===== src/rtl/fifo_pkg.sv =====
// rtl/fifo_pkg.sv - shared helpers and status type for the parametrised sync FIFO
package fifo_pkg;

  function automatic int calc_aw(input int depth);
    return $clog2(depth);
  endfunction

  function automatic bit is_pow2(input int v);
    return (v > 0) && ((v & (v - 1)) == 0);
  endfunction

  typedef struct packed {
    logic full;
    logic empty;
    logic almost_full;
    logic almost_empty;
    logic overflow;
    logic underflow;
  } fifo_status_t;

endpackage


===== src/rtl/fifo_mem.sv =====
// rtl/fifo_mem.sv - WIDTH x DEPTH simple dual-port RAM, synchronous write, asynchronous read
module fifo_mem #(
  parameter int WIDTH = 8,
  parameter int DEPTH = 16,
  parameter int AW    = 4
) (
  input  logic             clk,
  input  logic             wr_en,
  input  logic [AW-1:0]    wr_addr,
  input  logic [WIDTH-1:0] wr_data,
  input  logic [AW-1:0]    rd_addr,
  output logic [WIDTH-1:0] rd_data
);
  logic [WIDTH-1:0] mem [DEPTH];

  always_ff @(posedge clk) begin
    if (wr_en) mem[wr_addr] <= wr_data;
  end

  assign rd_data = mem[rd_addr];
endmodule


===== src/rtl/sync_fifo_param.sv =====
// rtl/sync_fifo_param.sv - parametrised single-clock FIFO with occupancy counter,
// threshold flags, overflow/underflow pulses and selectable first-word-fall-through
module sync_fifo_param
  import fifo_pkg::*;
#(
  parameter int WIDTH    = 8,
  parameter int DEPTH    = 16,
  parameter int AF_LEVEL = 14,
  parameter int AE_LEVEL = 2,
  parameter int FWFT     = 0
) (
  input  logic                   clk,
  input  logic                   rst,
  input  logic                   wr_en,
  input  logic [WIDTH-1:0]       wr_data,
  input  logic                   rd_en,
  output logic [WIDTH-1:0]       rd_data,
  output logic                   rd_valid,
  output logic                   full,
  output logic                   empty,
  output logic                   almost_full,
  output logic                   almost_empty,
  output logic [$clog2(DEPTH):0] count,
  output logic                   overflow,
  output logic                   underflow
);
  localparam int AW = calc_aw(DEPTH);
  localparam int CW = AW + 1;
  localparam logic [CW-1:0] FULL_CNT = CW'(DEPTH);
  localparam logic [CW-1:0] AF_CNT   = CW'(AF_LEVEL);
  localparam logic [CW-1:0] AE_CNT   = CW'(AE_LEVEL);

  if (!is_pow2(DEPTH) || DEPTH < 4) begin : g_bad_depth
    $error("sync_fifo_param: DEPTH must be a power of 2 and >= 4");
  end
  if (AE_LEVEL >= AF_LEVEL) begin : g_bad_ae
    $error("sync_fifo_param: AE_LEVEL must be below AF_LEVEL");
  end
  if (AF_LEVEL > DEPTH) begin : g_bad_af
    $error("sync_fifo_param: AF_LEVEL must not exceed DEPTH");
  end

  logic [AW-1:0]    wr_ptr, rd_ptr;
  logic [CW-1:0]    cnt;
  logic             ovf_q, unf_q;
  logic             wr_acc, rd_acc;
  logic [WIDTH-1:0] mem_rd_data;
  fifo_status_t     status;

  // All flags derive from registered state, so they only move on clk or rst.
  always_comb begin
    status.full         = (cnt == FULL_CNT);
    status.empty        = (cnt == '0);
    status.almost_full  = (cnt >= AF_CNT);
    status.almost_empty = (cnt <= AE_CNT);
    status.overflow     = ovf_q;
    status.underflow    = unf_q;
  end

  assign wr_acc = wr_en & ~status.full;
  assign rd_acc = rd_en & ~status.empty;

  always_ff @(posedge clk or posedge rst) begin
    if (rst) begin
      wr_ptr <= '0;
      rd_ptr <= '0;
      cnt    <= '0;
      ovf_q  <= 1'b0;
      unf_q  <= 1'b0;
    end else begin
      ovf_q <= wr_en & status.full;
      unf_q <= rd_en & status.empty;
      if (wr_acc) wr_ptr <= wr_ptr + AW'(1);
      if (rd_acc) rd_ptr <= rd_ptr + AW'(1);
      case ({wr_acc, rd_acc})
        2'b10:   cnt <= cnt + CW'(1);
        2'b01:   cnt <= cnt - CW'(1);
        default: cnt <= cnt;
      endcase
    end
  end

  fifo_mem #(
    .WIDTH (WIDTH),
    .DEPTH (DEPTH),
    .AW    (AW)
  ) u_mem (
    .clk     (clk),
    .wr_en   (wr_acc),
    .wr_addr (wr_ptr),
    .wr_data (wr_data),
    .rd_addr (rd_ptr),
    .rd_data (mem_rd_data)
  );

  if (FWFT != 0) begin : g_fwft
    assign rd_data  = mem_rd_data;
    assign rd_valid = ~status.empty;
  end else begin : g_reg_rd
    logic [WIDTH-1:0] rd_data_q;
    logic             rd_valid_q;

    // rd_data keeps the last popped word when no read is accepted.
    always_ff @(posedge clk or posedge rst) begin
      if (rst) begin
        rd_data_q  <= '0;
        rd_valid_q <= 1'b0;
      end else begin
        rd_valid_q <= rd_acc;
        if (rd_acc) rd_data_q <= mem_rd_data;
      end
    end

    assign rd_data  = rd_data_q;
    assign rd_valid = rd_valid_q;
  end

  assign full         = status.full;
  assign empty        = status.empty;
  assign almost_full  = status.almost_full;
  assign almost_empty = status.almost_empty;
  assign overflow     = status.overflow;
  assign underflow    = status.underflow;
  assign count        = cnt;
endmodule


===== config.mk =====
export PLATFORM = sky130hd
export DESIGN_NAME = sync_fifo_param
export DESIGN_NICKNAME = d
export VERILOG_FILES = /design/src/rtl/fifo_pkg.sv /design/src/rtl/fifo_mem.sv /design/src/rtl/sync_fifo_param.sv
export SDC_FILE = /design/constraint.sdc
export NUM_CORES = 1
export LEC_CHECK = 0
export ABC_AREA = 1
export CAP_MARGIN = 15
export CORE_MARGIN = 2
export CORE_UTILIZATION = 50
export DETAILED_ROUTE_END_ITERATION = 7
export HOLD_SLACK_MARGIN = 0.15
export PLACE_DENSITY = 0.71
export SLEW_MARGIN = 20
export SYNTH_ARGS = -nofsm -noshare
export SYNTH_HDL_FRONTEND = slang
export SYNTH_HIERARCHICAL = 1
export SYNTH_SLANG_ARGS = --single-unit

===== constraint.sdc =====
create_clock -name clk -period 3.5 [get_ports clk]
set_input_delay 0.525 -clock clk [delete_from_list [all_inputs] [get_ports clk]]
set_output_delay 0.525 -clock clk [all_outputs]
set_load 0.005 [all_outputs]

# Word-level counts from Yosys, hierarchy flattened
# Memory sizes are Yosys's and may differ from the RTL's. A register that Yosys moved wholly into a read port is not among the register bits.
# Cells that the tools add are included.
# Widths: inputs -> output; s select.
# op_classes
n_mux,3
n_addsub,4
bitwise,6
n_reduce_logical,2
n_eq_ne,3
order_cmp,2
# ops
operator,count
$pmux 5 s2,1
$add 4x1->4 const B,2
$add 5x1->5 const B,1
$eq 5x5->1 const B,1
$ge 5x4->1 const B,1
$le 5x2->1 const B,1
$logic_not 5->1,1
$sub 5x1->5 const B,1
$and 1x1->1,4
$eq 2x1->1 const B,1
$eq 2x2->1 const B,1
$mux 1,2
$not 1->1,2
$reduce_bool 2->1,1
# totals
ramBits,128
out_inout_bits,20
n_memories,1
in_bits,12
elab_cells,27
register_bits,16
# memory_table
name,depth,word_bits,rd,rd_ports_with_merged_regs,write_ports,line,source
u_mem.mem,16,8,1,1,1,fifo_mem.sv:14,logic [WIDTH-1:0] mem [DEPTH];

# Longest topological paths before layout
# logic_depth
word_depth,5
mapped_depth,13

# Hierarchy
# The synthesis kept the hierarchy.
# by_module_without_submodules
mod,cells_each,area_each_um2,instances
fifo_mem,543,5606.6,1
sync_fifo_param,148,1263.7,1

# Worst setup path before layout
# No wires, ideal clock.
# synth_path
path_kind,flip-flop to flip-flop
from,"register cnt[0], in the netlist count[0]"
to,"register cnt[3], in the netlist count[3]"
period_less_slack_ps,2201
stages_incl_launch_ff,13
t_arrival_ps,2083
setup_slack_ps,1299
required_time_ps,3383
path_cell_list,dfrtp_1 -> nor2_4 -> nand4_4 -> nand2_4 -> buf_6 -> inv_1 -> ha_1 -> ha_1 -> or2_2 -> nand2_1 -> nand2_1 -> nand3_1 -> nand2_1
# synth_between
elab_chain_len,5
word_cells_on_any_way,12
# synth_rtl
element,line,source
"start, declared",sync_fifo_param.sv:44,logic [CW-1:0] cnt;
"start signal, assigned",sync_fifo_param.sv:76,2'b10: cnt <= cnt + CW'(1);
"start signal, assigned",sync_fifo_param.sv:77,2'b01: cnt <= cnt - CW'(1);
"start signal, assigned",sync_fifo_param.sv:78,default: cnt <= cnt;
$logic_not 5->1 (*),sync_fifo_param.sv:53,status.empty = (cnt == '0);
$not 1->1 (*),sync_fifo_param.sv:61,assign rd_acc = rd_en & ~status.empty;
$and 1x1->1 (*),sync_fifo_param.sv:61,
named net rd_acc,sync_fifo_param.sv:46,"logic wr_acc, rd_acc;"
$eq 2x1->1 / $eq 2x2->1 (equally long branches),sync_fifo_param.sv:75,"case ({wr_acc, rd_acc})"
$pmux 5 s2 / $reduce_bool 2->1 (equally long branches),-,
# The timed path passes the listed nets; every way through them passes the cells marked *.
# A chain may end at the register's enable or synchronous reset.

# Worst setup path after layout
# layout_path
from,"register cnt[0], in the netlist count[0]"
to,output port empty
# layout_between
elab_chain_len,1
# layout_rtl
element,line,source
$logic_not 5->1,sync_fifo_param.sv:53,
"end, declared",sync_fifo_param.sv:20,"output logic empty,"
# Every way passes these cells.

==> results.ini <==
[clocking]
htreeDepth = 4
cts.sinks = 152
clk_latency_ns = 0.42
cts_resized = 0
ctsHoldBuffers = 0
cts_buffers = 17
cts_root_buffer = clkbuf_16
clockBufferDepth = 2
clkTransAtPathRegs_ns = 0.06
postCtsSetupRepairBufs = 0
cts_tree = yes

[logic_synthesis]
synth-seq-area-share_pct = 64.7
yosys-top-cells-area = edfxtp_1 56%, nand2_1 12%, dfrtp_1 8.7%
syn_avg_cell_area_sq_um = 9.94
yosys_warnings = 6
yosys.area_share.simple_pct = 23.9
ys_types = 26
synth_mux_area_share_pct = 0
syn_nets = 710
synth_compound_area_share_pct = 0.346
yosys.area.top_type_share_pct = 55.9
syn-cell-area_sq_um = 6870
yosys_register_bits = 152
yosys.area.top_type = edfxtp_1
yosys.area_share.xor_xnor_pct = 0.382
syn_inst = 691
synth_top_family_by_area = simple AND/OR/NAND/NOR gates
yosys.area_share.adder_pct = 1.38

[place]
gp_congestion = 0.860
dp_slack_ns = 0.611
dp_hpwl_mm = 9.77
io_buffers = 31
placed_area_sq_um = 7240

[timing]
slew_violations = 0
worstMarginPinSlew_ns = 1.09
fin_crit_sh_pct = 72.2
setup_slack_ns = 0.973
skew_ns = 0.00494
setup_violations = 0
rsz0062_at_grt = false
tns_ns = 0
timing.fmax_mhz = 396
slew-limit-headroom_pct = 27.3
min_period_ns = 2.53
final_hold_viol_count = 0

[finish]
register_area_sq_um = 4450
drive_gt1_share_pct = 5.75
final_common_cell = nand2_1
synthToLayoutAreaGrowth_pct = 14.2
final_area_sq_um = 7850
diodes = 0
multi_input_area_sq_um = 1790
fill_cells = 1146
num-nets-final = 736
final_cell_mix = 227 x nand2_1, 128 x edfxtp_1, 118 x nand3_1

[min_path]
holdCritPathClass = reg -> reg
holdPathStages = 2
hp-start = rd_data[6]
hold_path_end = rd_data[6]

[setup_path]
required_ns = 2.97
r2r-end = count[4]
endpoint_kind = primary output
worstPathMaxFanout = 15
crit_type = reg -> out
r2r_cells = 11
cp.arrival_ns = 2.00
rrSetupSlack_ns = 0.98
r2r_start = count[0]
startpoint_type = flip-flop

[power_and_ir_drop]
p_leak_nw = 3.47
seq_power_share_pct = 37.3
p_switching_w = 0.00230
p_per_area_nw_per_um2 = 819
peakVddDrop_uv = 385
switching_share_pct = 35.7
p_int_w = 0.00413
comb_power_share_pct = 33.6
power_frac_clock_pct = 29.0

[drt]
drt_iter0_markers = 484
num_vias = 4760
via_per_inst = 5.25
wirelength_mm = 15.4
drt_pass1_iterations = 5
post-route-drc-count = 0
route.antenna.remaining_nets = 0
wl_per_cell_um = 17.0

[floorplan]
ios = 32
die_y_um = 121
start_util_pct = 51.5
design.die.area_sq_um = 14700
core_sq_um = 13300
die_width_um = 121
num_rows = 42

[run]
drv_cap = 0

[run_status]
status = completed

[global_routing]
antenna_found_initial = 0
gr-total-overflow = 0
grt_pass1_wl_mm = 24.4
track_usage_pct = 22.7
grt_pass1_vias = 4606
grt_max_degree = 70

-- worst max-delay path: stages, from the launching register on --
cell             delay (ns)
dfrtp_1                0.50
nor2_4                 0.21
nand4_4                0.23
inv_1                  0.14
clkdlybuf4s50_1        0.51
-- worst max path at each step --
stage | endpoint | startpoint | slack [ns]
after floorplan | count[3] | count[0] | 1.30
after global placement | count[4] | rd_en | 0.69
after detailed placement | count[4] | rd_en | 0.61
after CTS | empty | count[0] | 0.95
after global routing | count[4] | count[1] | 0.78
final | empty | count[0] | 0.97
-- registers in the layout, summed over array words and instances, names as in the netlist --
signal and flops:
overflow 1, rd_valid 1, rd_ptr 4, count 5, underflow 1, wr_ptr 4, u_mem/mem 128, rd_data 8
-- synthesized netlist by cell type --
| cell type | number |
|---|---|
| xnor2_1 | 1 |
| nor2_1 | 22 |
| buf_4 | 5 |
| nand2_1 | 227 |
| nand3_1 | 118 |
| nand4_1 | 2 |
| inv_1 | 117 |
| fa_1 | 1 |
| nor2_4 | 1 |
| or2_2 | 2 |
| ha_1 | 6 |
| buf_6 | 7 |
| o21ai_0 | 1 |
| o31ai_1 | 1 |
| clkbuf_1 | 1 |
| nand2_4 | 1 |
| buf_1 | 1 |
| dfrtp_1 | 24 |
| nand4_4 | 2 |
| edfxtp_1 | 128 |
| nand3b_1 | 4 |
| o22ai_1 | 1 |
| a21oi_1 | 1 |
| buf_2 | 13 |
| inv_2 | 2 |
| xor2_1 | 2 |
-- logic make-up (layout without fill, tap and decap cells) --
logic type | after synthesis | in the layout
buffers and inverters | 146 | 185
AO/OA/AOI/OAI | 4 | 4
flip-flops | 152 | 152
adder cells (fa/ha/maj) | 7 | 7
AND/OR/NAND/NOR | 379 | 379
XOR/XNOR | 3 | 3
-- through the flow --
| step | hold slack [ns] | total power [W] | utilization (%) | instances |
|---|---|---|---|---|
| 2_1_floorplan | 0.465 | 0.00389 | - | 691 |
| 3_3_place_gp | 0.478 | 0.00450 | 54.2 | 874 |
| 3_5_place_dp | 0.484 | 0.00455 | 54.2 | 874 |
| 4_1_cts | 0.499 | 0.00642 | 58.8 | 906 |
| 5_1_grt | 0.516 | 0.00681 | 58.8 | 906 |
| 6_report | 0.495 | 0.00643 | 58.8 | 906 |
-- final cells by class --
cell class / instances / share of cell area (%)
Clock buffer: 17 / 5.42
Clock inverter: 15 / 2.34
Inverter: 119 / 5.69
Multi-Input combinational cell: 393 / 22.8
Sequential cell: 152 / 56.7
Tap cell: 176 / 2.81
Timing Repair Buffer: 34 / 4.24
-- power by group through the flow --
stage	combinational [W]	sequential, W	clock (W)
floorplan	0.00150	0.00239	0
global placement	0.00208	0.00242	0
detailed placement	0.00212	0.00243	0
CTS	0.00213	0.00240	0.00189
global route	0.00240	0.00243	0.00198
finish	0.00216	0.00240	0.00187
-- per-layer routing --
| layer | up-vias | part of all wire [%] | track usage [%] |
|---|---|---|---|
| met1 | 2260 | 42 | 30.0 |
| met5 | - | 0 | 0 |
| met4 | 0 | 2.8 | 9.63 |
| met2 | 198 | 49 | 36.6 |
| li1 | 2274 | - | - |
| met3 | 28 | 6.7 | 4.93 |
Note: power is estimated with default switching activity, not from simulation.
